[src/rtl/mem_access_unit.sv]
// mem_access_unit: pipeline load/store unit with read-modify-write sub-word stores and sign-extending loads.
// Defining MEM_TIMEOUT_EN adds an abort after TIMEOUT_CYCLES cycles of mem_ready low in a wait state.
module mem_access_unit #(
    parameter int TIMEOUT_CYCLES = 16
) (
    input  logic        clk,
    input  logic        reset,
    input  logic        req_valid,
    output logic        req_ready,
    input  logic        req_load,
    input  logic        req_store,
    input  logic [1:0]  req_size,
    input  logic        req_signed,
    input  logic [31:0] req_addr,
    input  logic [31:0] req_wdata,
    output logic        resp_valid,
    output logic [31:0] resp_rdata,
    output logic        resp_err,
    output logic        mem_read,
    output logic        mem_write,
    output logic [31:0] address,
    output logic [31:0] write_data,
    input  logic [31:0] read_data,
    input  logic        mem_ready
);
    typedef enum logic [2:0] {IDLE, RD, RD_WAIT, WR, WR_WAIT, RESP} state_t;
    state_t r_state, w_next;
    logic [31:0] r_addr, r_wdata, r_word, r_rdata;
    logic [1:0]  r_size;
    logic        r_signed, r_store, r_err;
    logic        w_accept, w_bad, w_wait, w_timeout;
    logic [4:0]  w_sh;
    logic [15:0] w_lane;
    logic [31:0] w_mask, w_merge, w_load;

    assign w_accept = req_valid && req_ready;
    assign w_bad = (req_load == req_store) || (req_size == 2'd3) ||
                   (req_size == 2'd1 && req_addr[0]) || (req_size == 2'd2 && req_addr[1:0] != 2'd0);
    assign w_wait = (r_state == RD_WAIT) || (r_state == WR_WAIT);
    // Little-endian byte lane selected by the low address bits
    assign w_sh = {r_addr[1:0], 3'b000};
    assign w_lane = 16'(read_data >> w_sh);
    assign w_mask = (r_size == 2'd0 ? 32'h0000_00FF : 32'h0000_FFFF) << w_sh;
    assign w_merge = (read_data & ~w_mask) | ((r_wdata << w_sh) & w_mask);
    assign w_load = r_size == 2'd0 ? {{24{r_signed & w_lane[7]}}, w_lane[7:0]} :
                    r_size == 2'd1 ? {{16{r_signed & w_lane[15]}}, w_lane} : read_data;

`ifdef MEM_TIMEOUT_EN
    localparam int CW = $clog2(TIMEOUT_CYCLES + 1);
    logic [CW-1:0] r_cnt;

    always_ff @(posedge clk or posedge reset)
        if (reset) r_cnt <= '0;
        else       r_cnt <= (w_wait && !mem_ready) ? r_cnt + CW'(1) : '0;

    assign w_timeout = w_wait && !mem_ready && (r_cnt == CW'(TIMEOUT_CYCLES - 1));
`else
    assign w_timeout = 1'b0;
`endif

    always_ff @(posedge clk or posedge reset)
        if (reset) r_state <= IDLE;
        else       r_state <= w_next;

    always_comb begin
        w_next     = r_state;
        req_ready  = (r_state == IDLE) && !reset;
        resp_valid = r_state == RESP;
        mem_read   = r_state == RD;
        mem_write  = r_state == WR;
        case (r_state)
            IDLE:    w_next = !w_accept ? IDLE : w_bad ? RESP : (req_store && req_size == 2'd2) ? WR : RD;
            RD:      w_next = RD_WAIT;
            RD_WAIT: w_next = mem_ready ? (r_store ? WR : RESP) : w_timeout ? RESP : RD_WAIT;
            WR:      w_next = WR_WAIT;
            WR_WAIT: w_next = (mem_ready || w_timeout) ? RESP : WR_WAIT;
            default: w_next = IDLE;
        endcase
    end

    assign resp_err   = resp_valid && r_err;
    assign resp_rdata = r_rdata;
    assign address    = (r_state inside {RD, RD_WAIT, WR, WR_WAIT}) ? {r_addr[31:2], 2'b00} : '0;
    assign write_data = (r_state inside {WR, WR_WAIT}) ? r_word : '0;

    always_ff @(posedge clk or posedge reset)
        if (reset) begin
            r_addr   <= '0;
            r_wdata  <= '0;
            r_word   <= '0;
            r_rdata  <= '0;
            r_size   <= '0;
            r_signed <= 1'b0;
            r_store  <= 1'b0;
            r_err    <= 1'b0;
        end else begin
            if (w_accept) begin
                r_addr   <= req_addr;
                r_wdata  <= req_wdata;
                r_word   <= req_wdata;
                r_size   <= req_size;
                r_signed <= req_signed;
                r_store  <= req_store;
            end
            if (r_state == RD_WAIT && mem_ready && r_store) r_word <= w_merge;
            // Result and error are fixed on the edge into RESP and held until the next response
            if (w_next == RESP) begin
                r_err   <= (r_state == IDLE) || w_timeout;
                r_rdata <= (r_state == RD_WAIT && mem_ready && !r_store) ? w_load : '0;
            end
        end
endmodule

[config.mk]
export PLATFORM = sky130hd
export DESIGN_NAME = mem_access_unit
export DESIGN_NICKNAME = d
export VERILOG_FILES = /design/src/rtl/mem_access_unit.sv
export SDC_FILE = /design/constraint.sdc
export NUM_CORES = 1
export LEC_CHECK = 0
export ABC_CLOCK_PERIOD_IN_PS = 5220
export CORE_ASPECT_RATIO = 0.9
export CORE_MARGIN = 2
export CORE_UTILIZATION = 47
export DETAILED_ROUTE_END_ITERATION = 7
export PLACE_DENSITY_LB_ADDON = 0.1
export SYNTH_ARGS = -nofsm -noshare
export SYNTH_HDL_FRONTEND = slang
export SYNTH_SLANG_ARGS = --single-unit
[constraint.sdc]
create_clock -name clk -period 5.22 [get_ports clk]
set_input_delay 1.044 -clock clk [delete_from_list [all_inputs] [get_ports clk]]
set_output_delay 1.044 -clock clk [all_outputs]
set_load 0.005 [all_outputs]
==> metrics.md, run 1 <==
| Metric | Value |
|---|---|
| Fmax | `about 0.26 GHz` |
| Adder and majority gate portion of the synthesized area | `0` |
| Final Max Tran Viols | `0` |
| CTS tree | `built` |
| Share of layout cells above drive strength 1 | `0.0594` |
| Worst hold slack | `0.463 ns` |
| Worst Hold Class | `reg -> reg` |
| Asr flop ratio synth | `1.00` |
| Reg2Reg Depth | `6` |
| Ant. Diodes | `0` |
| Cell internal pwr | `between 3000 and 4000 uW` |
| Drt pass-1 iters | `5` |
| Fillcell total | `roughly 1,100` |
| Initial Util | `0.481` |
| First-pass GRT wire length | `~31,000 um` |
| Min Tclk post-route | `between 3 and 4 ns` |
| CP Launch Type | `register` |
| Worst path required time | `~4.2 ns` |
| Die area | `roughly 15,000 sq um` |
| IO Pins | `approximately 210` |
| Critical Path Max Stage Delay | `0.82 ns` |
| Critical Path Fanout Max | `30` |
| Synth Flop Type | `dfrtp_1` |
| Total gr overflow | `0` |
| Vias in the first global route | `around 6,100` |
| DR WL/cell | `approximately 18 um` |
| Global Route Usage Sum | `0.277` |
| Die H | `around 110 um` |
| Crit. path cell count | `4` |
| Placed cells | `between 1,000 and 1,500` |
| Starting DRT DRC Count | `374` |
| Synth Area in XOR/XNOR | `0.00273` |
| Post-Syn Area | `6420 sq um` |
| Core ar. | `about 13,000 sq um` |
| DRT antenna net count | `0` |
| Post-CTS Setup Inserts | `0` |
| Final core utilization | `0.679` |
| H-tree lvl count | `4` |
| Synth area leaders | `dfrtp_1 (47%), nand2_1 (13%), nor2b_1 (5.4%)` |
| Ys Warns | `0` |
| Setup Viol. Count Final | `0` |
| Clk_lat worst skew | `0.42 ns` |
| Antenna violations before repair | `0` |
| Pin count of the biggest net entering global routing | `~70` |
| Seq/Total Area, Yosys | `0.467` |
| Critical path type | `reg -> out` |
| Routability Congestion | `0.886` |
| Mux cell area share after synthesis | `0.0534` |
| Hold depth | `2` |
| Area grow syn2layout | `41.2%` |
| EDFF count, synth | `0` |
| Design area | `about 9000 sq um` |
| Critical path arrival | `between 2 and 3 ns` |
| Slowest-stage cell, CP | `xnor2_2` |
| Row cnt | `40` |
| DP Area | `roughly 8400 sq um` |
| Worst VDD drop | `354 uV` |
| Vias per cell | `5.54` |
| Static Leak | `between 0.004 and 0.005 uW` |
| Non-filler cells in the finished layout | `1,094` |
| Post-synthesis compound-gate area fraction | `0.156` |
| Switching part of the total | `0.357` |
| Clock power share | `0.234` |
| Slew @ Worst Pin | `1.23 ns` |
| Syn Area/Cell | `about 8.7 sq um` |
| Crit path cell chain | `nor2_1 > xnor2_2 > and2_1 > clkdlybuf4s50_1` |
| Clk Tree Root Cell | `clkbuf_16` |
| Detailed Route WL | `roughly 20,000 um` |
| Yosys cell types | `around 50` |
| Power per cell area | `around 580 nW/um^2` |
| Syn Inst Count | `742` |
| Most frequent cells in the layout | `nand2_1 (229), clkdlybuf4s50_1 (203), dfrtp_1 (119)` |
| Die width | `roughly 130 um` |
| Hpwl dp | `around 14,000 um` |
| Fin nets | `~1,000` |
| Total number of vias | `between 6,000 and 7,000` |
| Flops & latches, synth | `between 100 and 150` |
| RSZ-0062 raised after global routing | `no` |
| Hold-fix buffers, CTS | `0` |
| Final hold violations | `0` |
| Port Buffer Count | `between 200 and 250` |
| Clock sinks | `120` |
| # DRC | `0` |
| Status | `completed` |
| Yosys top cell area share | `0.467` |
| Num CTS Buffers | `17` |
| Critical path endpoint category | `output port` |
| Max-cap viol count | `0` |
| Worst path bufs/invs | `1` |
| Worst slew margin | `0.174` |
| Combinational share of power | `0.433` |
| Cell taking the most area after synthesis | `dfrtp_1` |
| Post_cts resized | `0` |
| Main combinational cell family by area after synthesis | `simple AND/OR/NAND/NOR gates` |
| Clock skew | `approximately 0.0065 ns` |
| Commonest non-fill, non-tap cell in the layout | `nand2_1` |
| Clock buffer depth | `2` |
| Period Utilization, post-route | `0.729` |
| Switch Pwr | `1870 uW` |
| Post-Synth Simple-Gate Area | `0.267` |
| Sequential power share | `0.333` |
| Setup TNS | `0 ns` |
| Clock slew at reported path FFs | `approximately 0.050 ns` |
| Worst path top cell family by delay | `XOR/XNOR gates` |
-- path summary, 6_finish.rpt --
kind | from | end | slack (ns)
hold / removal | r_addr[21] | r_addr[21] | 0.46
setup reg to reg | r_state[2] | resp_rdata[10] | 2.46
hold reg to reg | r_addr[21] | r_addr[21] | 0.46
min in group asynchronous | reset | r_addr[2] | 1.20
max in group asynchronous | reset | r_addr[0] | 2.73
setup / recovery | r_state[0] | address[11] | 1.41
-- per-stage QoR --
| stage | total power [uW] | worst slack [ns] |
|---|---|---|
| 5_1_grt | 5560 | 1.16 |
| 3_3_place_gp | 3920 | 1.21 |
| 3_5_place_dp | 3980 | 1.07 |
| 2_1_floorplan | 2950 | 0.261 |
| 4_1_cts | 5250 | 1.41 |
| 6_report | 5230 | 1.41 |
-- layout make-up --
class,instances,area [sq um],share of cell area
Tap cell,168,210,0.0232
Sequential cell,120,3000,0.331
Clock buffer,24,512,0.0564
Clock inverter,8,115,0.0127
Inverter,11,43.8,0.00483
Multi-Input combinational cell,554,3110,0.343
Timing Repair Buffer,209,2080,0.229
-- worst min-delay path, stage by stage, from the launching register on --
cell and delay [ns]:
dfrtp_1 0.33, nand2_1 0.05, nand2_1 0.05
-- registers in the layout, indices dropped and copies added (netlist names) --
name	count
r_addr	32
r_word	32
resp_rdata	32
r_wdata	16
r_state	3
r_size	2
r_err	1
r_signed	1
r_store	1
-- routing by layer --
metal,wire length (um),GRT usage
met1,8320,0.348
met2,9510,0.451
met3,1630,0.0875
met5,0,0
met4,455,0.111
-- synthesized netlist by cell type, drive strengths merged (2+ instances only) --
cell type and n:
nor2b 55, a211o 8, inv 11, buf 29, o2bb2ai 17, and3 2
o21ai 32, nor2 25, o32ai 2, nor3 3, or3 2, a21oi 33
clkbuf 29, a21o 3, a221o 12, o221ai 7, nor4 2, or2 2
and2 34, dfrtp 120, o211ai 17, nand2 230, nand2b 3, a31oi 8
nand3 9, o22ai 2, mux2i 32
-- power groups by stage --
stage                     registers, uW  logic [uW]  clock network [uW]
after floorplan                    1550        1400                   0
after global placement             1730        2190                   0
after detailed placement           1740        2250                   0
after CTS                          1730        2280                1240
after global routing               1800        2480                1280
final                              1740        2270                1220
-- cell families (layout without fill, tap and decap cells) --
kind of cell           Yosys count  count (layout)
AND/OR/NAND/NOR                373             373
AO/OA/AOI/OAI                  144             144
flip-flops                     120             120
buffers and inverters           69             252
multiplexers                    33              33
XOR/XNOR                         2               2
other                            1               2
No activity file was read; power rests on OpenSTA's default activity.
==> run 2, diff against run 1 <==
Settings changed: ABC_CLOCK_PERIOD_IN_PS 5220 to 3750.
Clock period 5.22 ns to 3.75 ns, I/O delays scaled along.
==> metrics.md, run 2 (synthesis results as in run 1) <==
| Metric | Value |
|---|---|
| Clk Tree Root Cell | `clkbuf_16` |
| Clock sinks | `120 (unchanged)` |
| Vias in the first global route | `6,071 (+0.033%)` |
| Clk_lat worst skew | `0.43 ns (about the same)` |
| Met3 Use GR | `0.0996 (+0.0121)` |
| Critical Path Fanout Max | `30 (unchanged)` |
| Die width | `127 um (unchanged)` |
| Hpwl dp | `14,200 um (+1.3%)` |
| Final hold violations | `0 (unchanged)` |
| Drt pass-1 iters | `5 (unchanged)` |
| Die H | `115 um (unchanged)` |
| Met2 Track Usage GR | `0.453 (+0.00215)` |
| Most frequent cells in the layout | `nand2_1 (229), clkdlybuf4s50_1 (203), dfrtp_1 (119)` |
| DRT antenna net count | `0 (unchanged)` |
| Post-CTS Setup Inserts | `0 (unchanged)` |
| Clock skew | `0.0132 ns (+0.00662 ns)` |
| Fmax | `around 0.29 GHz` |
| Clock slew at reported path FFs | `0.05 ns (about the same)` |
| Critical path arrival | `2.71 ns (-0.05 ns)` |
| # DRC | `0 (unchanged)` |
| Worst path bufs/invs | `1 (unchanged)` |
| Slew @ Worst Pin | `1.04 ns (-0.184 ns)` |
| Total gr overflow | `0 (unchanged)` |
| Initial Util | `0.481 (unchanged)` |
| Routability Congestion | `0.932 (+5.2%)` |
| Area grow syn2layout | `41.3% (about the same)` |
| Worst slew margin | `0.300 (+0.126)` |
| Die area | `14,600 sq um (unchanged)` |
| Dpl ws | `0.682 ns (-0.386 ns)` |
| Vias per cell | `5.46 (-1.5%)` |
| Setup Viol. Count Final | `0 (unchanged)` |
| Clock buffer depth | `2 (unchanged)` |
| Detailed Route WL | `19,900 um (-0.22%)` |
| Starting DRT DRC Count | `434 (+16%)` |
| Total number of vias | `6,016 (-0.82%)` |
| Final core utilization | `0.679 (about the same)` |
| Critical Path Max Stage Delay | `0.82 ns (about the same)` |
| Worst Hold Class | `reg -> reg` |
| Core ar. | `13,400 sq um (unchanged)` |
| Static Leak | `0.00405 uW (+0.26%)` |
| Min Tclk post-route | `3.46 ns` |
| Busiest grt layer | `met2` |
| CP Launch Type | `register` |
| Max-cap viol count | `0 (unchanged)` |
| M1 GR Usage | `0.359 (+0.0109)` |
| DR WL/cell | `18.0 um (-0.85%)` |
| Setup TNS | `0 ns (unchanged)` |
| Fillcell total | `1,073 (-0.093%)` |
| Pin count of the biggest net entering global routing | `69 (-4.2%)` |
| Num CTS Buffers | `17 (unchanged)` |
| Crit path cell chain | `nor2_1 > xnor2_2 > and2_1 > clkdlybuf4s50_1` |
| Final WS setup | `0.285 ns (-1.13 ns)` |
| RSZ-0062 raised after global routing | `no` |
| Global Route Usage Sum | `0.280 (+0.00234)` |
| Status | `completed` |
| CTS tree | `built` |
| Share of layout cells above drive strength 1 | `0.0675 (+0.00813)` |
| Power per cell area | `790 nW/um^2 (+37%)` |
| Critical path endpoint category | `output port` |
| Slowest-stage cell, CP | `xnor2_2` |
| Post_cts resized | `0 (unchanged)` |
| Worst path required time | `3.00 ns (-1.18 ns)` |
| Worst VDD drop | `611 uV (+73%)` |
| Commonest non-fill, non-tap cell in the layout | `nand2_1` |
| Critical path type | `reg -> out` |
| Fin nets | `1,026 (+0.79%)` |
| Worst path top cell family by delay | `XOR/XNOR gates` |
| Port Buffer Count | `203 (unchanged)` |
| Ant. Diodes | `0 (unchanged)` |
| Antenna violations before repair | `0 (unchanged)` |
| H-tree lvl count | `4 (unchanged)` |
| Row cnt | `40 (unchanged)` |
| IO Pins | `206 (unchanged)` |
| Final Max Tran Viols | `0 (unchanged)` |
| Worst hold slack | `0.470 ns (+0.00690 ns)` |
| First-pass GRT wire length | `31,800 um (+1.5%)` |
| Hold-fix buffers, CTS | `0 (unchanged)` |
| Period Utilization, post-route | `0.924` |
## run 2: per-layer routing
metal  share of wire  wire length [um]
met5               0                 0
met1            0.42              8380
met4           0.016               325
met3           0.085              1700
met2            0.48              9460
## run 2: where the power goes
| part | leakage (uW) | switching, uW | internal (uW) |
|---|---|---|---|
| sequential | 0.00152 | 469 | 1880 |
| clock | 0.000289 | 577 | 995 |
| combinational | 0.00224 | 1580 | 1680 |
## run 2: path summary, 6_finish.rpt
check | startpoint | cells past startpoint | slack (ns) | to
setup / recovery | r_state[0] | 4 | 0.29 | address[30]
hold / removal | r_addr[23] | 2 | 0.47 | r_addr[23]
setup reg to reg | r_state[2] | 6 | 1.30 | resp_rdata[9]
hold reg to reg | r_addr[23] | 2 | 0.47 | r_addr[23]
max in group asynchronous | reset | 3 | 1.99 | r_addr[0]
min in group asynchronous | reset | 2 | 0.71 | r_state[0]
## run 2: area by class of cell
class                           instances  area, sq um  share of cell area
Timing Repair Buffer                  217         2140               0.235
Clock buffer                           20          457              0.0503
Tap cell                              168          210              0.0232
Multi-Input combinational cell        554         3120               0.344
Inverter                               11         45.0             0.00496
Sequential cell                       120         3000               0.331
Clock inverter                         11          105              0.0116
## run 2: worst register-to-register path: cells and delay by family, from the launching register on
kind / cells / cell delay [ns]
AOI/OAI and AO/OA: 3 / 0.93
DFF: 1 / 0.66
and+or+nand+nor: 2 / 0.46
buffers and inverters: 1 / 0.33
## run 2: stage by stage
stage,std cells,power [uW],area [sq um]
after floorplan,743,4120,6450
after global placement,1070,5500,8520
after detailed placement,1070,5590,8520
after CTS,1101,7200,9080
after global routing,1101,7670,9080
final,1101,7180,9080
==> run 3, diff against run 2 <==
Settings changed: CORE_MARGIN 2 to unset.
==> metrics.md, run 3 (synthesis results as in run 1) <==
| Metric | Value |
|---|---|
| Reg2reg start | `r_state[2]` |
| Clock power share | `0.222 (+0.003)` |
| CTS tree | `built` |
| Final hold violations | `0 (unchanged)` |
| Vias per cell | `5.50 (+0.62%)` |
| Hold depth | `2 (unchanged)` |
| Total gr overflow | `0 (unchanged)` |
| Power per cell area | `796 nW/um^2 (+0.66%)` |
| Commonest non-fill, non-tap cell in the layout | `nand2_1` |
| Hold-fix buffers, CTS | `0 (unchanged)` |
| Die width | `125 um (-1.6%)` |
| Port Buffer Count | `203 (unchanged)` |
| R2R Path End | `r_word[26]` |
| Hold Path Sink | `r_addr[23]` |
| Worst path top cell family by delay | `XOR/XNOR gates` |
| IO Pins | `206 (unchanged)` |
| R2r setup slk | `1.19 ns (-0.11 ns)` |
| Placed cells | `1,069 (-0.093%)` |
| Initial Util | `0.481 (unchanged)` |
| # DRC | `20 (+20)` |
| Slew @ Worst Pin | `1.02 ns (-0.0280 ns)` |
| DR WL/cell | `18.0 um (-0.16%)` |
| Switching part of the total | `0.369 (+0.00421)` |
| Period Utilization, post-route | `0.930 (+0.00611)` |
| First-pass GRT wire length | `31,600 um (-0.59%)` |
| Core ar. | `13,400 sq um (unchanged)` |
| RSZ-0062 raised after global routing | `no` |
| Area grow syn2layout | `41.5%` |
| Worst VDD drop | `515 uV (-16%)` |
| Cell internal pwr | `4560 uW (+0.13%)` |
| Status | `finished, violations left` |
| Crit. path cell count | `4 (unchanged)` |
| Sequential power share | `0.335 (+0.007)` |
| Slowest-stage cell, CP | `xnor2_2` |
| Starting DRT DRC Count | `396 (-8.8%)` |
| Setup TNS | `0 ns (unchanged)` |
| CP Launch Type | `register` |
| H-tree lvl count | `4 (unchanged)` |
| Fmax | `0.287 GHz (-0.66%)` |
| Fin nets | `1,025 (-0.097%)` |
| Static Leak | `0.00404 uW (-0.31%)` |
| Switch Pwr | `2670 uW (+2.0%)` |
| Clock slew at reported path FFs | `0.06 ns (about the same)` |
| Min Tclk post-route | `3.49 ns (+0.0229 ns)` |
| Critical path type | `reg -> out` |
| Antenna violations before repair | `0 (unchanged)` |
| Hpwl dp | `14,000 um (-1.4%)` |
| Worst slew margin | `0.319 (+0.0188)` |
| Post_cts resized | `0 (unchanged)` |
| Vias in the first global route | `6,064 (-0.12%)` |
| Clock buffer depth | `2 (unchanged)` |
| Ant. Diodes | `0 (unchanged)` |
| Total number of vias | `6,053 (+0.62%)` |
| Non-filler cells in the finished layout | `1,101 (unchanged)` |
| Clk Tree Root Cell | `clkbuf_16` |
| Pin count of the biggest net entering global routing | `69 (unchanged)` |
| DRT antenna net count | `0 (unchanged)` |
| Critical path endpoint category | `output port` |
| Combinational share of power | `0.443 (-0.010)` |
| Crit path cell chain | `nor2_1 > xnor2_2 > and2_1 > clkdlybuf4s50_1` |
| Clock sinks | `120 (unchanged)` |
| Setup Viol. Count Final | `0 (unchanged)` |
| Clk_lat worst skew | `0.42 ns (about the same)` |
| Die area | `14,100 sq um (-3.3%)` |
| Routability Congestion | `0.919 (-1.4%)` |
| Critical Path Fanout Max | `30 (unchanged)` |
| Critical path arrival | `2.74 ns (+0.03 ns)` |
| Global Route Usage Sum | `0.289 (+0.00924)` |
| Reg2Reg Depth | `4 (-2)` |
| Max-cap viol count | `0 (unchanged)` |
| Num CTS Buffers | `17 (unchanged)` |
| Row cnt | `40 (unchanged)` |
| Worst path required time | `3.00 ns (about the same)` |
| Most frequent cells in the layout | `nand2_1 (229), clkdlybuf4s50_1 (203), dfrtp_1 (119)` |
| Worst path bufs/invs | `1 (unchanged)` |
| Fillcell total | `1,072 (-0.093%)` |
| Failing checks | `DRC` |
| Final Max Tran Viols | `0 (unchanged)` |
| Die H | `113 um (-1.7%)` |
| Worst Hold Class | `reg -> reg` |
| Post-CTS Setup Inserts | `0 (unchanged)` |
| Hold Crit Start | `r_addr[23]` |
| Share of layout cells above drive strength 1 | `0.0686 (+0.00107)` |
| Clock skew | `0.00519 ns (-0.00799 ns)` |
| Detailed Route WL | `19,800 um (-0.16%)` |
| Drt pass-1 iters | `8 (+3)` |
| Critical Path Max Stage Delay | `0.80 ns (-0.02 ns)` |
[run 3: metal layers]
| metal | vias up | routed length, um | GRT usage |
|---|---|---|---|
| met5 | - | 0 | 0 |
| met2 | 285 | 9380 | 0.473 |
| met4 | 0 | 448 | 0.106 |
| met1 | 2885 | 8150 | 0.360 |
| li1 | 2841 | - | - |
| met3 | 42 | 1860 | 0.0917 |
[run 3: worst reg2reg max path: cells and delay by family, from the launching register on]
family / cells / cell delay (ns)
and+or+nand+nor: 4 / 1.87
DFF: 1 / 0.57
[run 3: cell type report]
| cell class | instances | area (sq um) | area share |
|---|---|---|---|
| multi-input cells | 554 | 3120 | 0.343 |
| clock buffers | 19 | 453 | 0.0498 |
| clock inverters | 13 | 129 | 0.0142 |
| well taps | 168 | 210 | 0.0231 |
| repair buffers | 216 | 2130 | 0.234 |
| inverters | 11 | 45.0 | 0.00495 |
| flip-flops and latches | 120 | 3000 | 0.330 |
[run 3: power by group through the flow]
stage          Combinational (uW)  Sequential (uW)  Clock, uW
6_report                     3210             2420       1610
3_3_place_gp                 3120             2390          0
2_1_floorplan                1970             2160          0
5_1_grt                      3520             2490       1680
3_5_place_dp                 3190             2400          0
4_1_cts                      3220             2410       1620
[run 3: metrics by stage]
| step | util | total power (uW) | hold WS [ns] | setup slack, ns | area, sq um |
|---|---|---|---|---|---|
| after floorplan | - | 4120 | 0.437 | 0.00831 | 6450 |
| after global placement | 0.637 | 5510 | 0.450 | 0.524 | 8510 |
| after detailed placement | 0.637 | 5590 | 0.458 | 0.450 | 8510 |
| after CTS | 0.680 | 7240 | 0.472 | 0.219 | 9090 |
| after global routing | 0.680 | 7690 | 0.483 | 0.00668 | 9090 |
| final | 0.680 | 7230 | 0.469 | 0.262 | 9090 |
[run 3: how the worst max path moves through the flow]
| stage | start | to | slack, ns |
|---|---|---|---|
| after floorplan | reset | resp_rdata[7] | 0.008 |
| after global placement | mem_ready | r_word[15] | 0.52 |
| after detailed placement | mem_ready | r_word[29] | 0.45 |
| after CTS | r_state[0] | address[16] | 0.22 |
| after global routing | r_state[0] | address[16] | 0.007 |
| final | r_state[0] | address[16] | 0.26 |
